### config.mk
export PLATFORM = sky130hd
export DESIGN_NAME = instruction_prefetch_buffer
export DESIGN_NICKNAME = d
export VERILOG_FILES = /design/src/rtl/instruction_prefetch_buffer.sv
export SDC_FILE = /design/constraint.sdc
export NUM_CORES = 1
export LEC_CHECK = 0
export BUFFER_PORTS_ARGS = -buffer_cell sky130_fd_sc_hd__buf_2
export CORE_UTILIZATION = 55
export CTS_CLUSTER_SIZE = 20
export DETAILED_ROUTE_END_ITERATION = 6
export PLACE_DENSITY = 0.84
export SETUP_SLACK_MARGIN = 0.1
export SYNTH_ARGS = -nofsm -noshare
export SYNTH_HDL_FRONTEND = slang
export SYNTH_SLANG_ARGS = --single-unit
export TNS_END_PERCENT = 50
### constraint.sdc
create_clock -name clk -period 13.19 [get_ports clk]
set_input_delay 0.6595 -clock clk [delete_from_list [all_inputs] [get_ports clk]]
set_output_delay 0.6595 -clock clk [all_outputs]
set_load 0.05 [all_outputs]
### src/rtl/instruction_prefetch_buffer.sv
// ---------------------------------------------------------------------------
// instruction_prefetch_buffer
//
// Decouples the IF stage from instruction memory. A small bus FSM keeps at
// most one read outstanding, and returned words are queued with their PC in
// a DEPTH-entry FIFO. A branch redirect (pc_src) flushes the FIFO, restarts
// fetching at the target, and marks any in-flight response for discard.
//
// Parameters
//   DEPTH     FIFO entries, power of two, 2..16.
//   RESET_PC  First fetch address after reset.
//
// Ports
//   clk          in   rising-edge clock
//   reset        in   asynchronous, active-high reset
//   imem_req     out  request valid (held until imem_gnt)
//   imem_addr    out  word-aligned request address
//   imem_gnt     in   request accepted this cycle
//   imem_rvalid  in   read data valid
//   imem_rdata   in   instruction word
//   pc_src       in   redirect / flush
//   pc_branch    in   redirect target (low two bits ignored)
//   fetch_ready  in   IF stage consumes the head entry
//   fetch_valid  out  head entry valid
//   fetch_inst   out  head instruction, NOP (addi x0,x0,0) when not valid
//   fetch_pc     out  head PC, zero when not valid
//
// Build option
//   PREFETCH_BYPASS_EN  When defined, a response arriving into an empty FIFO
//                       is presented on the fetch outputs in the same cycle,
//                       and is not queued if the IF stage takes it at once.
//                       Undefined (default): fetch outputs come only from
//                       registered FIFO state, one cycle after rvalid.
// ---------------------------------------------------------------------------
`timescale 1ns/1ps

module instruction_prefetch_buffer #(
  parameter int unsigned DEPTH    = 4,
  parameter logic [31:0] RESET_PC = 32'h0000_0000
) (
  input  logic        clk,
  input  logic        reset,
  output logic        imem_req,
  output logic [31:0] imem_addr,
  input  logic        imem_gnt,
  input  logic        imem_rvalid,
  input  logic [31:0] imem_rdata,
  input  logic        pc_src,
  input  logic [31:0] pc_branch,
  input  logic        fetch_ready,
  output logic        fetch_valid,
  output logic [31:0] fetch_inst,
  output logic [31:0] fetch_pc
);

  localparam int unsigned     AW        = $clog2(DEPTH);
  localparam logic [AW:0]     DEPTH_CNT = (AW + 1)'(DEPTH);
  localparam logic [AW:0]     CNT_ONE   = (AW + 1)'(1);
  localparam logic [AW:0]     CNT_ZERO  = (AW + 1)'(0);
  localparam logic [AW-1:0]   PTR_ONE   = AW'(1);
  localparam logic [AW-1:0]   PTR_ZERO  = AW'(0);
  localparam logic [31:0]     NOP_INST  = 32'h0000_0013;

  localparam logic [1:0] ST_IDLE = 2'd0;
  localparam logic [1:0] ST_REQ  = 2'd1;
  localparam logic [1:0] ST_WAIT = 2'd2;

  if ((DEPTH < 2) || (DEPTH > 16) || ((DEPTH & (DEPTH - 1)) != 0)) begin : g_bad_depth
    $error("instruction_prefetch_buffer: DEPTH must be a power of two in 2..16");
  end

  // Bus FSM state
  logic [1:0]  state_q,      state_d;
  logic [31:0] fetch_addr_q, fetch_addr_d;   // next address to request
  logic [31:0] req_addr_q,   req_addr_d;     // address of the outstanding request
  logic        drop_q,       drop_d;         // outstanding response is stale

  // FIFO state
  logic [31:0] pc_mem_q   [DEPTH];
  logic [31:0] pc_mem_d   [DEPTH];
  logic [31:0] inst_mem_q [DEPTH];
  logic [31:0] inst_mem_d [DEPTH];
  logic [AW-1:0] wr_ptr_q, wr_ptr_d;
  logic [AW-1:0] rd_ptr_q, rd_ptr_d;
  logic [AW:0]   count_q,  count_d;

  logic [31:0] seq_addr_s;
  logic        seq_drop_s;
  logic        rsp_accept_s;
  logic        push_s;
  logic        pop_s;
  logic        fifo_valid_s;
  logic        unused_branch_lsbs;

  assign unused_branch_lsbs = ^pc_branch[1:0];
  assign fifo_valid_s       = (count_q != CNT_ZERO);
  assign pop_s              = fifo_valid_s & fetch_ready & ~pc_src;

  // Bus FSM next state; redirect overrides the sequential address and drop flag
  always_comb begin
    state_d      = state_q;
    req_addr_d   = req_addr_q;
    seq_addr_s   = fetch_addr_q;
    seq_drop_s   = drop_q;
    rsp_accept_s = 1'b0;
    case (state_q)
      ST_IDLE: begin
        // No outstanding request here, so count alone bounds the reservation.
        if (!pc_src && (count_q < DEPTH_CNT)) begin
          state_d    = ST_REQ;
          req_addr_d = fetch_addr_q;
        end else begin
          state_d    = ST_IDLE;
        end
      end
      ST_REQ: begin
        if (imem_gnt) begin
          state_d = ST_WAIT;
          // A doomed request must not advance the (already redirected) stream.
          if (!drop_q && !pc_src) begin
            seq_addr_s = req_addr_q + 32'd4;
          end else begin
            seq_addr_s = fetch_addr_q;
          end
        end else begin
          state_d = ST_REQ;
        end
      end
      ST_WAIT: begin
        if (imem_rvalid) begin
          state_d      = ST_IDLE;
          seq_drop_s   = 1'b0;
          rsp_accept_s = !drop_q && !pc_src;
        end else begin
          state_d      = ST_WAIT;
        end
      end
      default: begin
        state_d    = ST_IDLE;
        seq_drop_s = 1'b0;
      end
    endcase

    if (pc_src) begin
      fetch_addr_d = {pc_branch[31:2], 2'b00};
      // Only a response still to come needs discarding; one arriving now is
      // already ignored through rsp_accept_s.
      drop_d       = (state_q == ST_REQ) || ((state_q == ST_WAIT) && !imem_rvalid);
    end else begin
      fetch_addr_d = seq_addr_s;
      drop_d       = seq_drop_s;
    end
  end

`ifdef PREFETCH_BYPASS_EN
  logic bypass_hit_s;
  logic bypass_take_s;

  assign bypass_hit_s  = rsp_accept_s & (count_q == CNT_ZERO);
  assign bypass_take_s = bypass_hit_s & fetch_ready;
  assign push_s        = rsp_accept_s & ~bypass_take_s;

  // Head outputs: FIFO head, else a response forwarded straight from the bus
  always_comb begin
    if (fifo_valid_s) begin
      fetch_valid = 1'b1;
      fetch_inst  = inst_mem_q[rd_ptr_q];
      fetch_pc    = pc_mem_q[rd_ptr_q];
    end else if (bypass_hit_s) begin
      fetch_valid = 1'b1;
      fetch_inst  = imem_rdata;
      fetch_pc    = req_addr_q;
    end else begin
      fetch_valid = 1'b0;
      fetch_inst  = NOP_INST;
      fetch_pc    = 32'd0;
    end
  end
`else
  assign push_s = rsp_accept_s;

  // Head outputs from registered FIFO state only
  always_comb begin
    if (fifo_valid_s) begin
      fetch_valid = 1'b1;
      fetch_inst  = inst_mem_q[rd_ptr_q];
      fetch_pc    = pc_mem_q[rd_ptr_q];
    end else begin
      fetch_valid = 1'b0;
      fetch_inst  = NOP_INST;
      fetch_pc    = 32'd0;
    end
  end
`endif

  // FIFO storage next state: write the accepted response at the tail
  always_comb begin
    pc_mem_d   = pc_mem_q;
    inst_mem_d = inst_mem_q;
    if (push_s) begin
      pc_mem_d[wr_ptr_q]   = req_addr_q;
      inst_mem_d[wr_ptr_q] = imem_rdata;
    end else begin
      pc_mem_d   = pc_mem_q;
      inst_mem_d = inst_mem_q;
    end
  end

  // FIFO pointers and occupancy; a redirect empties the queue outright
  always_comb begin
    wr_ptr_d = wr_ptr_q;
    rd_ptr_d = rd_ptr_q;
    count_d  = count_q;
    if (pc_src) begin
      wr_ptr_d = PTR_ZERO;
      rd_ptr_d = PTR_ZERO;
      count_d  = CNT_ZERO;
    end else begin
      if (push_s) begin
        wr_ptr_d = wr_ptr_q + PTR_ONE;
      end else begin
        wr_ptr_d = wr_ptr_q;
      end
      if (pop_s) begin
        rd_ptr_d = rd_ptr_q + PTR_ONE;
      end else begin
        rd_ptr_d = rd_ptr_q;
      end
      case ({push_s, pop_s})
        2'b10:   count_d = count_q + CNT_ONE;
        2'b01:   count_d = count_q - CNT_ONE;
        default: count_d = count_q;
      endcase
    end
  end

  // Bus-side outputs come straight from flops
  assign imem_req  = (state_q == ST_REQ);
  assign imem_addr = (state_q == ST_IDLE) ? fetch_addr_q : req_addr_q;

  // State registers
  always_ff @(posedge clk or posedge reset) begin
    if (reset) begin
      state_q      <= ST_IDLE;
      fetch_addr_q <= RESET_PC;
      req_addr_q   <= RESET_PC;
      drop_q       <= 1'b0;
      wr_ptr_q     <= PTR_ZERO;
      rd_ptr_q     <= PTR_ZERO;
      count_q      <= CNT_ZERO;
      pc_mem_q     <= '{default: 32'd0};
      inst_mem_q   <= '{default: 32'd0};
    end else begin
      state_q      <= state_d;
      fetch_addr_q <= fetch_addr_d;
      req_addr_q   <= req_addr_d;
      drop_q       <= drop_d;
      wr_ptr_q     <= wr_ptr_d;
      rd_ptr_q     <= rd_ptr_d;
      count_q      <= count_d;
      pc_mem_q     <= pc_mem_d;
      inst_mem_q   <= inst_mem_d;
    end
  end

endmodule

After elaboration in Yosys (flattened, before gate mapping)
Index checks and enable logic that the tools add are counted.
W data, S select, Z words.
Cells by class
  $add $sub $neg: 5
  $lt $le $gt $ge: 4
  mux-type cells: 33
  reductions and logical operators: 20
  bitwise logic cells: 5
  equal/unequal tests: 6
Operator list (count)
  $mux W32: 12
  $bwmux W128: 2
  $bmux W32 S2: 2
  $demux W32 S2: 1
  $add A32 B3 Y32 const B: 1
  $mux W2: 6
  $reduce_bool A2 Y1: 5
  $ge A3 B3 Y1 const B: 2
  $mux W1: 6
  $not A2 Y3: 2
  $pmux W2 S3: 1
  $pmux W3 S2: 1
  $reduce_bool A3 Y1: 2
  $add A2 B1 Y2 const B: 2
  $eq A2 B1 Y1 const B: 2
  $eq A2 B2 Y1 const B: 2
  $logic_and A1 B1 Y1: 4
  $reduce_and A2 Y1: 2
  $add A3 B1 Y3 const B: 1
  $logic_not A1 Y1: 3
  $lt A3 B1 Y1 const B: 1
  $lt A3 B3 Y1 const B: 1
  $mux W3: 1
  $ne A3 B3 Y1 const B: 1
  9 further kinds: 10
Storage, ports and cells
  output and inout bits: 98
  logic and storage cells: 88
  register bits after elaboration: 330
  input port bits: 70

Longest topological paths before layout
Gate-level depths: netlist of the first run.
  depth after elaboration: 7
  gate-level depth with buffers: 9
  depth with buffers taken out: 7

Worst setup path before layout of the first run
Ideal clock, no wire load.
  path kind: register to output
  start point: register state_q[1]
  end point: output port imem_addr[6]
  arrival: 1.900 ns
  stages on the path, launching flop included: 4
  path slack: 10.630 ns
  cells stage by stage: dfrtp_1 -> nor2_1 -> clkbuf_1 -> o21ai_0
On the way
  word-level cells in the longest chain between the ends: 2
Ends and longest elaborated chain
  start, declared: RTL line 73  | logic [1:0] state_q, state_d;
  start signal, assigned: RTL line 254  | state_q <= state_d;
  $logic_not A2 Y1: RTL line 239  | assign imem_addr = (state_q == ST_IDLE) ? fetch_addr_q : req_addr_q;
  $mux W32: RTL line 239
  end, declared: RTL line 44  | output logic [31:0] imem_addr,
No other way between the ends.

Worst setup path after layout of the first run
  start point: register rd_ptr_q[1]
  end point: output port fetch_inst[1]
On the way
  word-level cells in the longest chain between the ends: 5
Ends and longest elaborated chain
  start, declared: RTL line 84  | logic [AW-1:0] rd_ptr_q, rd_ptr_d;
  start signal, assigned: RTL line 259  | rd_ptr_q <= rd_ptr_d;
  $not A2 Y3 (not written as such): RTL line 186  | fetch_inst = inst_mem_q[rd_ptr_q];
  $bmux W32 S2: RTL line 186
  $mux W32 (not written as such) (2 in series): RTL line 186
  $mux W32: RTL line 184  | if (fifo_valid_s) begin
  end, declared: RTL line 52  | output logic [31:0] fetch_inst,
No other way between the ends. The select of a mux whose other input is x is not followed.

==> results.rst, run 1 <==
.. list-table::
   :header-rows: 1

   * - Metric
     - Value
   * - Final-report max-slew violation count
     - 0
   * - Gate count after technology mapping
     - approximately 1100
   * - Number of I/O pins
     - approximately 170
   * - # clock sinks
     - 330
   * - Total non-filler cell area in the finished layout
     - 18600 um2
   * - Worst IR Drop VDD
     - around 0.00014 V
   * - Chip width
     - approximately 180 um
   * - Clock buffer depth
     - 3
   * - Grt met2 use
     - 39.78%
   * - Tcrit/Tclk final
     - 28.21%
   * - Mean Syn Cell Area
     - between 15 and 20 um2
   * - Worst-path clk slew
     - ~0.06 ns
   * - Syn-to-layout area delta
     - 11.52%
   * - Cts repair resizes
     - 0
   * - Placeable core region
     - 29720 um2
   * - Kind of start point of the critical path
     - register
   * - Final net count
     - 1306
   * - Startpoint of the worst register-to-register path
     - state_q[1]
   * - Setup repair after global routing missed its margin
     - no
   * - Vias in the first global route
     - 10490
   * - Vert. Die Dim
     - 176.1 um
   * - Final period demand of the worst path
     - 3.721 ns
   * - First element of the critical path
     - rd_ptr_q[1]
   * - Initial drt markers
     - 641
   * - Share of cells above drive strength 1
     - 50.48%
   * - Leakage power
     - 0.009439 uW
   * - Total number of H-tree levels
     - 2
   * - Area contributors post-synth
     - sky130_fd_sc_hd__dfrtp_1 (50%), sky130_fd_sc_hd__mux2_4 (17%), sky130_fd_sc_hd__mux4_2 (8.6%), sky130_fd_sc_hd__mux2_2 (8.3%), sky130_fd_sc_hd__and2_1 (2.3%)
   * - Cell area after technology mapping
     - 16680 um2
   * - TritonCTS clock tree
     - yes
   * - Max-Slew Margin vs Limit
     - between 20% and 30%
   * - Crit Path Max Fanout
     - 36
   * - Min-delay worst type
     - input port to register
   * - Primary flip-flop cell chosen by synthesis mapping
     - sky130_fd_sc_hd__dfrtp_1
   * - Post-synthesis sequential element count
     - 330
   * - Final hold violation count
     - 0
   * - Number of CTS-inserted buffers
     - 36
   * - Die Footprint
     - 31020 um2
   * - Total of fill cells in the finished design
     - approximately 2200
   * - Final antenna-violating net count
     - 0
   * - Synth async-reset ratio
     - 100.0%
   * - Pin count of the biggest net entering global routing
     - between 150 and 200
   * - Most frequent standard cell in the layout excluding fill and tap cells
     - sky130_fd_sc_hd__dfrtp_1
   * - Number of flops mapped to enable cells by yosys
     - 0
   * - Global-route met1 utilization
     - 33.06%
   * - Half-perimeter wire length after detailed placement
     - 20990 um
   * - Global-route usage over all layers
     - 24.30%
   * - Distinct cell type count after synthesis
     - 46
   * - FMAX
     - 268.8 MHz
   * - Category of the most critical setup path
     - register to output port
   * - Final setup violating endpoints
     - 0
   * - Via total after detailed routing
     - 9609
   * - Initial core utilization
     - 56.12%
   * - Most crowded layer after global routing
     - met2
   * - Worst EP arrival
     - 3.06 ns
   * - Buffers added on ports
     - 165
   * - Synth area leader
     - sky130_fd_sc_hd__dfrtp_1
   * - Congestion Overflow GR
     - 0
   * - Routing usage on met3
     - 4.307%
   * - Count of maximum capacitance violations
     - 0
   * - Post-CTS Hold Fix Bufs
     - 0
   * - Fraction of the yosys area taken by sequential cells
     - roughly half
   * - Source-to-sink clock delay at the later pin of the worst-skew pair
     - ~0.52 ns
   * - Final estimated routing congestion in global placement
     - approximately 0.79
   * - Worst endpoint required time
     - 12.53 ns
   * - Count of synthesis-stage warnings from yosys
     - 0
   * - Wire length of the first global-routing pass
     - 58850 um
   * - Total DRC errors in the routed layout
     - 0
   * - Post-synth top area share
     - 49.52%
   * - Endpoint type of the worst setup path
     - output port
   * - Area of placed instances
     - 17350 um2
   * - Total negative slack for setup checks
     - 0 ns
   * - Clock tree root buffer cell
     - sky130_fd_sc_hd__clkbuf_16
   * - Worst clock skew
     - about 0.022 ns
   * - Synthesized Nets
     - 1187
   * - Commonest non-fill, non-tap cells in the layout
     - sky130_fd_sc_hd__dfrtp_1 (328), sky130_fd_sc_hd__mux2_4 (192), sky130_fd_sc_hd__buf_2 (165), sky130_fd_sc_hd__mux2_2 (123), sky130_fd_sc_hd__mux4_2 (64)
   * - Post-DR vias/cell
     - 5.838
   * - Post-CTS setup buffer count
     - 0
   * - Total power per unit cell area
     - 206.5 nW/um2
   * - Status
     - finished, final reports clean
   * - Final wirelength
     - 36200 um
   * - Routed length per instance
     - approximately 22 um
   * - Total iterations of the first detailed-routing run
     - 4
   * - FF-to-FF setup slack
     - between 10 and 15 ns
   * - Antenna violations before repair
     - 2
   * - Num rows
     - 63
   * - Hold Crit Start
     - pc_branch[4]
   * - Worst-Margin Slew
     - approximately 1.2 ns
layer usage:
metal / part of all wire, % / routed length [um]
met1: 44 / 15790
met2: 49 / 17720
met3: 5.3 / 1931
met4: 2.1 / 763
met5: 0 / 0
cells in the mapped netlist, types with 6 or more instances:
cell type	instances
sky130_fd_sc_hd__a21oi_1	14
sky130_fd_sc_hd__and2_1	61
sky130_fd_sc_hd__buf_12	17
sky130_fd_sc_hd__buf_2	30
sky130_fd_sc_hd__clkbuf_1	28
sky130_fd_sc_hd__dfrtp_1	330
sky130_fd_sc_hd__inv_1	7
sky130_fd_sc_hd__mux2_2	123
sky130_fd_sc_hd__mux2_4	192
sky130_fd_sc_hd__mux2i_1	6
sky130_fd_sc_hd__mux4_2	64
sky130_fd_sc_hd__nand2_1	58
sky130_fd_sc_hd__nand3_1	13
sky130_fd_sc_hd__nand4_1	10
sky130_fd_sc_hd__nor2_1	24
sky130_fd_sc_hd__nor3b_1	6
sky130_fd_sc_hd__o21ai_0	17
sky130_fd_sc_hd__o221ai_1	15
sky130_fd_sc_hd__or2_2	6
sky130_fd_sc_hd__xnor2_1	10
sky130_fd_sc_hd__xor2_1	19
sequential cells by signal (all words and copies together), names as in the netlist:
register / flops
count_q: 3
drop_q: 1
fetch_addr_q: 32
inst_mem_q: 128
pc_mem_q: 128
rd_ptr_q: 2
req_addr_q: 32
state_q: 2
wr_ptr_q: 2
worst paths after layout:
check	endpoint	cells past startpoint
setup / recovery	fetch_inst[1]	4
hold / removal	fetch_addr_q[4]	3
setup reg to reg	inst_mem_q[28]	5
hold reg to reg	inst_mem_q[57]	1
max in group asynchronous	rd_ptr_q[0]	3
min in group asynchronous	inst_mem_q[123]	2
cells by family after synthesis:
group | count (synthesis) | synth area share, %
compound gates | 58 | 2.296
flops | 330 | 49.52
buf+inv | 102 | 4.764
xor+xnor | 29 | 1.523
fa+ha+maj | 6 | 0.4952
simple gates | 201 | 6.805
mux | 385 | 34.60
worst max-delay path, cell delays in order (launching register included):
cell and delay, ns:
sky130_fd_sc_hd__dfrtp_4 0.81, sky130_fd_sc_hd__buf_4 0.64, sky130_fd_sc_hd__mux4_2 0.57, sky130_fd_sc_hd__or2_2 0.28
sky130_fd_sc_hd__buf_2 0.21
power breakdown:
part	total [uW]	internal, uW	switching [uW]	leakage, uW
clock network	1060	652	404	0.000610
logic	1350	558	796	0.00440
registers	1430	1190	241	0.00443
layout make-up:
cell class / count / area, um2 / area share [%]
Sequential cell: 330 / 8265 / 44.44
Multi-Input combinational cell: 679 / 7640 / 41.08
Clock buffer: 50 / 1046 / 5.624
Timing Repair Buffer: 176 / 920.9 / 4.952
Tap cell: 390 / 488.0 / 2.624
Clock inverter: 12 / 198.9 / 1.070
Inverter: 7 / 33.78 / 0.1816
Antenna cell: 2 / 5.005 / 0.02691
metrics by stage:
step / total power, uW / worst slack (ns) / std cells / util [%] / hold WS, ns
floorplan: 2492 / 3.391 / 1111 / - / 0.4446
global placement: 2762 / 9.659 / 1582 / 58.38 / 0.4573
detailed placement: 2796 / 9.623 / 1582 / 58.38 / 0.4869
CTS: 3868 / 9.384 / 1644 / 62.57 / 0.3381
global route: 4016 / 9.311 / 1645 / 62.57 / 0.3592
finish: 3841 / 9.469 / 1646 / 62.58 / 0.3478
Note: power is estimated with default switching activity, not from simulation.
==> run 2: changes to the inputs <==
- CORE_UTILIZATION: 55 -> 54
- PLACE_DENSITY: 0.84 -> 0.86
- clock period: 13.19 -> 3.15 ns (I/O delays scaled with it)
==> run 2 against run 1 <==
Against the previous run:
- total power grew to 4.2 times the previous value
- final cell count rose by 4.5%
- die area is 1.8% higher
- hold slack worse by 0.33 ns
- combinational power rose to 4.4 times the previous value
- sequential power rose to 4.2 times the previous value
- flip-flop and latch count is the same
- critical endpoint is now fetch_pc[15]
- sequential share of layout area down 1.8 points
- utilization up 1.9 points
- cell area up 4.1%
- largest cell class unchanged
- setup slack got worse by 9.0 ns
==> results.rst, run 2 (synthesis gave the netlist of run 1 again) <==
.. list-table::
   :header-rows: 1

   * - Metric
     - Value
   * - Wire length of the first global-routing pass
     - 60650 um (+3.1%)
   * - First element of the critical path
     - rd_ptr_q[0]
   * - Worst flop-to-flop path endpoint
     - fetch_addr_q[24]
   * - Clock tree root buffer cell
     - sky130_fd_sc_hd__clkbuf_16
   * - Buffers added on ports
     - 165 (unchanged)
   * - Worst-path cell with the longest stage delay
     - sky130_fd_sc_hd__dfrtp_4
   * - Initial drt markers
     - 585 (-8.7%)
   * - Endpoint type of the worst setup path
     - output port
   * - Internal power
     - 9955 uW (+310%)
   * - Least setup slack across all paths after layout
     - 0.4783 ns (-8.991 ns)
   * - Placeable core region
     - 30030 um2 (+1.1%)
   * - Source-to-sink clock delay at the later pin of the worst-skew pair
     - 0.51 ns (about the same)
   * - Instance count along the most critical hold path
     - 4 (+1)
   * - Total of fill cells in the finished design
     - 2023 (-7.9%)
   * - Worst clock skew
     - 0.01618 ns (-0.006118 ns)
   * - Pre-CTS setup slack
     - 0.7554 ns (-8.868 ns)
   * - Power Total
     - 16090 uW (+320%)
   * - Sequential share of power
     - 37.1% (-0.2 points)
   * - Kind of start point of the critical path
     - register
   * - Antenna violations before repair
     - 0 (-2)
   * - Clock power frac
     - 25.9% (-1.6 points)
   * - FMAX
     - roughly 370 MHz
   * - Cts repair resizes
     - 0 (unchanged)
   * - Worst-Margin Slew
     - 1.033 ns (-0.1342 ns)
   * - Status
     - finished, final reports clean
   * - Global-route usage over all layers
     - 24.98% (+0.68 points)
   * - Critical path, cell by cell
     - buf_12 -> mux4_2 -> and2_1 -> buf_2
   * - Leakage power
     - 0.009774 uW (+3.6%)
   * - Final period demand of the worst path
     - between 2 and 3 ns
   * - Number of I/O pins
     - 168 (unchanged)
   * - Switching portion of total power
     - 38.14% (+0.64 points)
   * - Category of the most critical setup path
     - register to output port
   * - Setup repair after global routing missed its margin
     - no
   * - Layout Utilization
     - 64.49% (+1.9 points)
   * - Via total after detailed routing
     - 10050 (+4.6%)
   * - Final wirelength
     - 37820 um (+4.5%)
   * - Initial core utilization
     - 55.53% (-0.59 points)
   * - Num rows
     - 63 (unchanged)
   * - Count of maximum capacitance violations
     - 0 (unchanged)
   * - Crit Path Max Fanout
     - 22 (-39%)
   * - Top flop regs
     - inst_mem_q: 128 flops, pc_mem_q: 128 flops
   * - Die Footprint
     - 31590 um2 (+1.8%)
   * - Routed length per instance
     - 21.99 um (about the same)
   * - Vert. Die Dim
     - 177.7 um (+0.91%)
   * - Tcrit/Tclk final
     - between 80% and 90%
   * - Crit-path leading delay family
     - flip-flops
   * - Final estimated routing congestion in global placement
     - 0.7832 (-0.66%)
   * - N_diodes
     - 0 (-2)
   * - Worst EP arrival
     - 2.51 ns (-0.55 ns)
   * - Startpoint of the worst register-to-register path
     - req_addr_q[2]
   * - Share of cells above drive strength 1
     - 48.35% (-2.1 points)
   * - Congestion Overflow GR
     - 0 (unchanged)
   * - Syn-to-layout area delta
     - 16.15%
   * - Total DRC errors in the routed layout
     - 0 (unchanged)
   * - Most frequent standard cell in the layout excluding fill and tap cells
     - sky130_fd_sc_hd__dfrtp_1
   * - Total iterations of the first detailed-routing run
     - 5 (+1)
   * - Cell count of the worst reg-to-reg path
     - 6 (+1)
   * - Final-report max-slew violation count
     - 0 (unchanged)
   * - TritonCTS clock tree
     - yes
   * - Share of total power in combinational logic
     - 37.0% (+1.7 points)
   * - Hold Crit Start
     - fetch_ready
   * - Min-delay worst type
     - input port to register
   * - Worst-path clk slew
     - 0.06 ns (about the same)
   * - Worst endpoint required time
     - 2.99 ns (-9.54 ns)
   * - Destination of the worst hold path
     - rd_ptr_q[1]
   * - Final hold violation count
     - 0 (unchanged)
   * - FF-to-FF setup slack
     - 0.71 ns (-9.75 ns)
   * - Number of CTS-inserted buffers
     - 36 (unchanged)
   * - Final setup violating endpoints
     - 0 (unchanged)
   * - Reported net switching power
     - 6138 uW (+330%)
   * - Clock buffer depth
     - 3 (unchanged)
   * - Largest stage delay on the critical path
     - 0.71 ns (-0.10 ns)
   * - Max-Slew Margin vs Limit
     - 30.93% (+8.9 points)
   * - # clock sinks
     - 330 (unchanged)
   * - Chip width
     - 177.7 um (+0.91%)
   * - Worst IR Drop VDD
     - 0.001134 V (+710%)
   * - Final net count
     - 1382 (+5.8%)
   * - Bufs and invs on worst path
     - 2 (unchanged)
   * - Total power per unit cell area
     - 830.9 nW/um2 (+300%)
   * - Half-perimeter wire length after detailed placement
     - 22230 um (+5.9%)
   * - Post-CTS setup buffer count
     - 0 (unchanged)
   * - Total number of H-tree levels
     - 2 (unchanged)
   * - Commonest non-fill, non-tap cells in the layout
     - sky130_fd_sc_hd__dfrtp_1 (328), sky130_fd_sc_hd__mux2_4 (192), sky130_fd_sc_hd__buf_2 (165), sky130_fd_sc_hd__mux2_2 (123), sky130_fd_sc_hd__dlygate4sd3_1 (66)
   * - Post-DR vias/cell
     - 5.844 (+0.11%)
   * - Vias in the first global route
     - 10940 (+4.3%)
   * - Final antenna-violating net count
     - 0 (unchanged)
   * - Pin count of the biggest net entering global routing
     - 117 (-38%)
## run 2: worst min-delay path, stage by stage
cell                      delay [ns]
sky130_fd_sc_hd__buf_2          0.11
sky130_fd_sc_hd__nand3_1        0.08
sky130_fd_sc_hd__xor2_1         0.07
sky130_fd_sc_hd__nor2_1         0.08
## run 2: final cells by class
type / count / area [um2] / area share (%)
tap: 390 / 488.0 / 2.519
inverter: 7 / 30.03 / 0.1550
timing repair buffer: 252 / 1782 / 9.199
multi-input combinational: 679 / 7640 / 39.44
clock inverter: 11 / 115.1 / 0.5943
sequential: 330 / 8265 / 42.67
clock buffer: 51 / 1049 / 5.413
## run 2: timing repair
item,CTS,global route
hold endpoints to repair,183,0
hold buffers,66,0
endpoints found under the setup margin,0,0
## run 2: worst max path at each step
stage / to / slack (ns) / cells past startpoint
6_report: fetch_pc[15] / 0.48 / 4
5_1_grt: fetch_pc[17] / 0.35 / 4
4_1_cts: fetch_pc[6] / 0.44 / 4
3_5_place_dp: inst_mem_q[38] / 0.76 / 5
3_3_place_gp: inst_mem_q[40] / 0.80 / 5
2_1_floorplan: count_q[0] / -1.41 / 1
## run 2: power by group through the flow
stage | Sequential (uW) | Clock (uW) | Combinational, uW
6_report | 5980 | 4170 | 5950
5_1_grt | 6090 | 4420 | 6300
4_1_cts | 5960 | 4230 | 5940
3_5_place_dp | 6010 | 0 | 5840
3_3_place_gp | 5940 | 0 | 5720
2_1_floorplan | 5350 | 0 | 5090
## run 2: stage by stage
step	setup TNS (ns)	hold WS (ns)	instances	instance area (um2)
detailed placement	0	0.2935	1592	17540
CTS	0	0.003010	1720	19370
floorplan	-466.68	0.2648	1111	16680
global placement	0	0.2889	1592	17540
global route	0	0.02574	1720	19370
finish	0	0.01912	1720	19370
## run 2: metal layers
metal | vias up | global-route usage (%) | part of all wire, %
met5 | - | 0 | 0
met4 | 0 | 7.051 | 2.4
met3 | 76 | 4.863 | 5.9
met2 | 350 | 41.55 | 49
met1 | 5259 | 33.36 | 43
li1 | 4367 | - | -
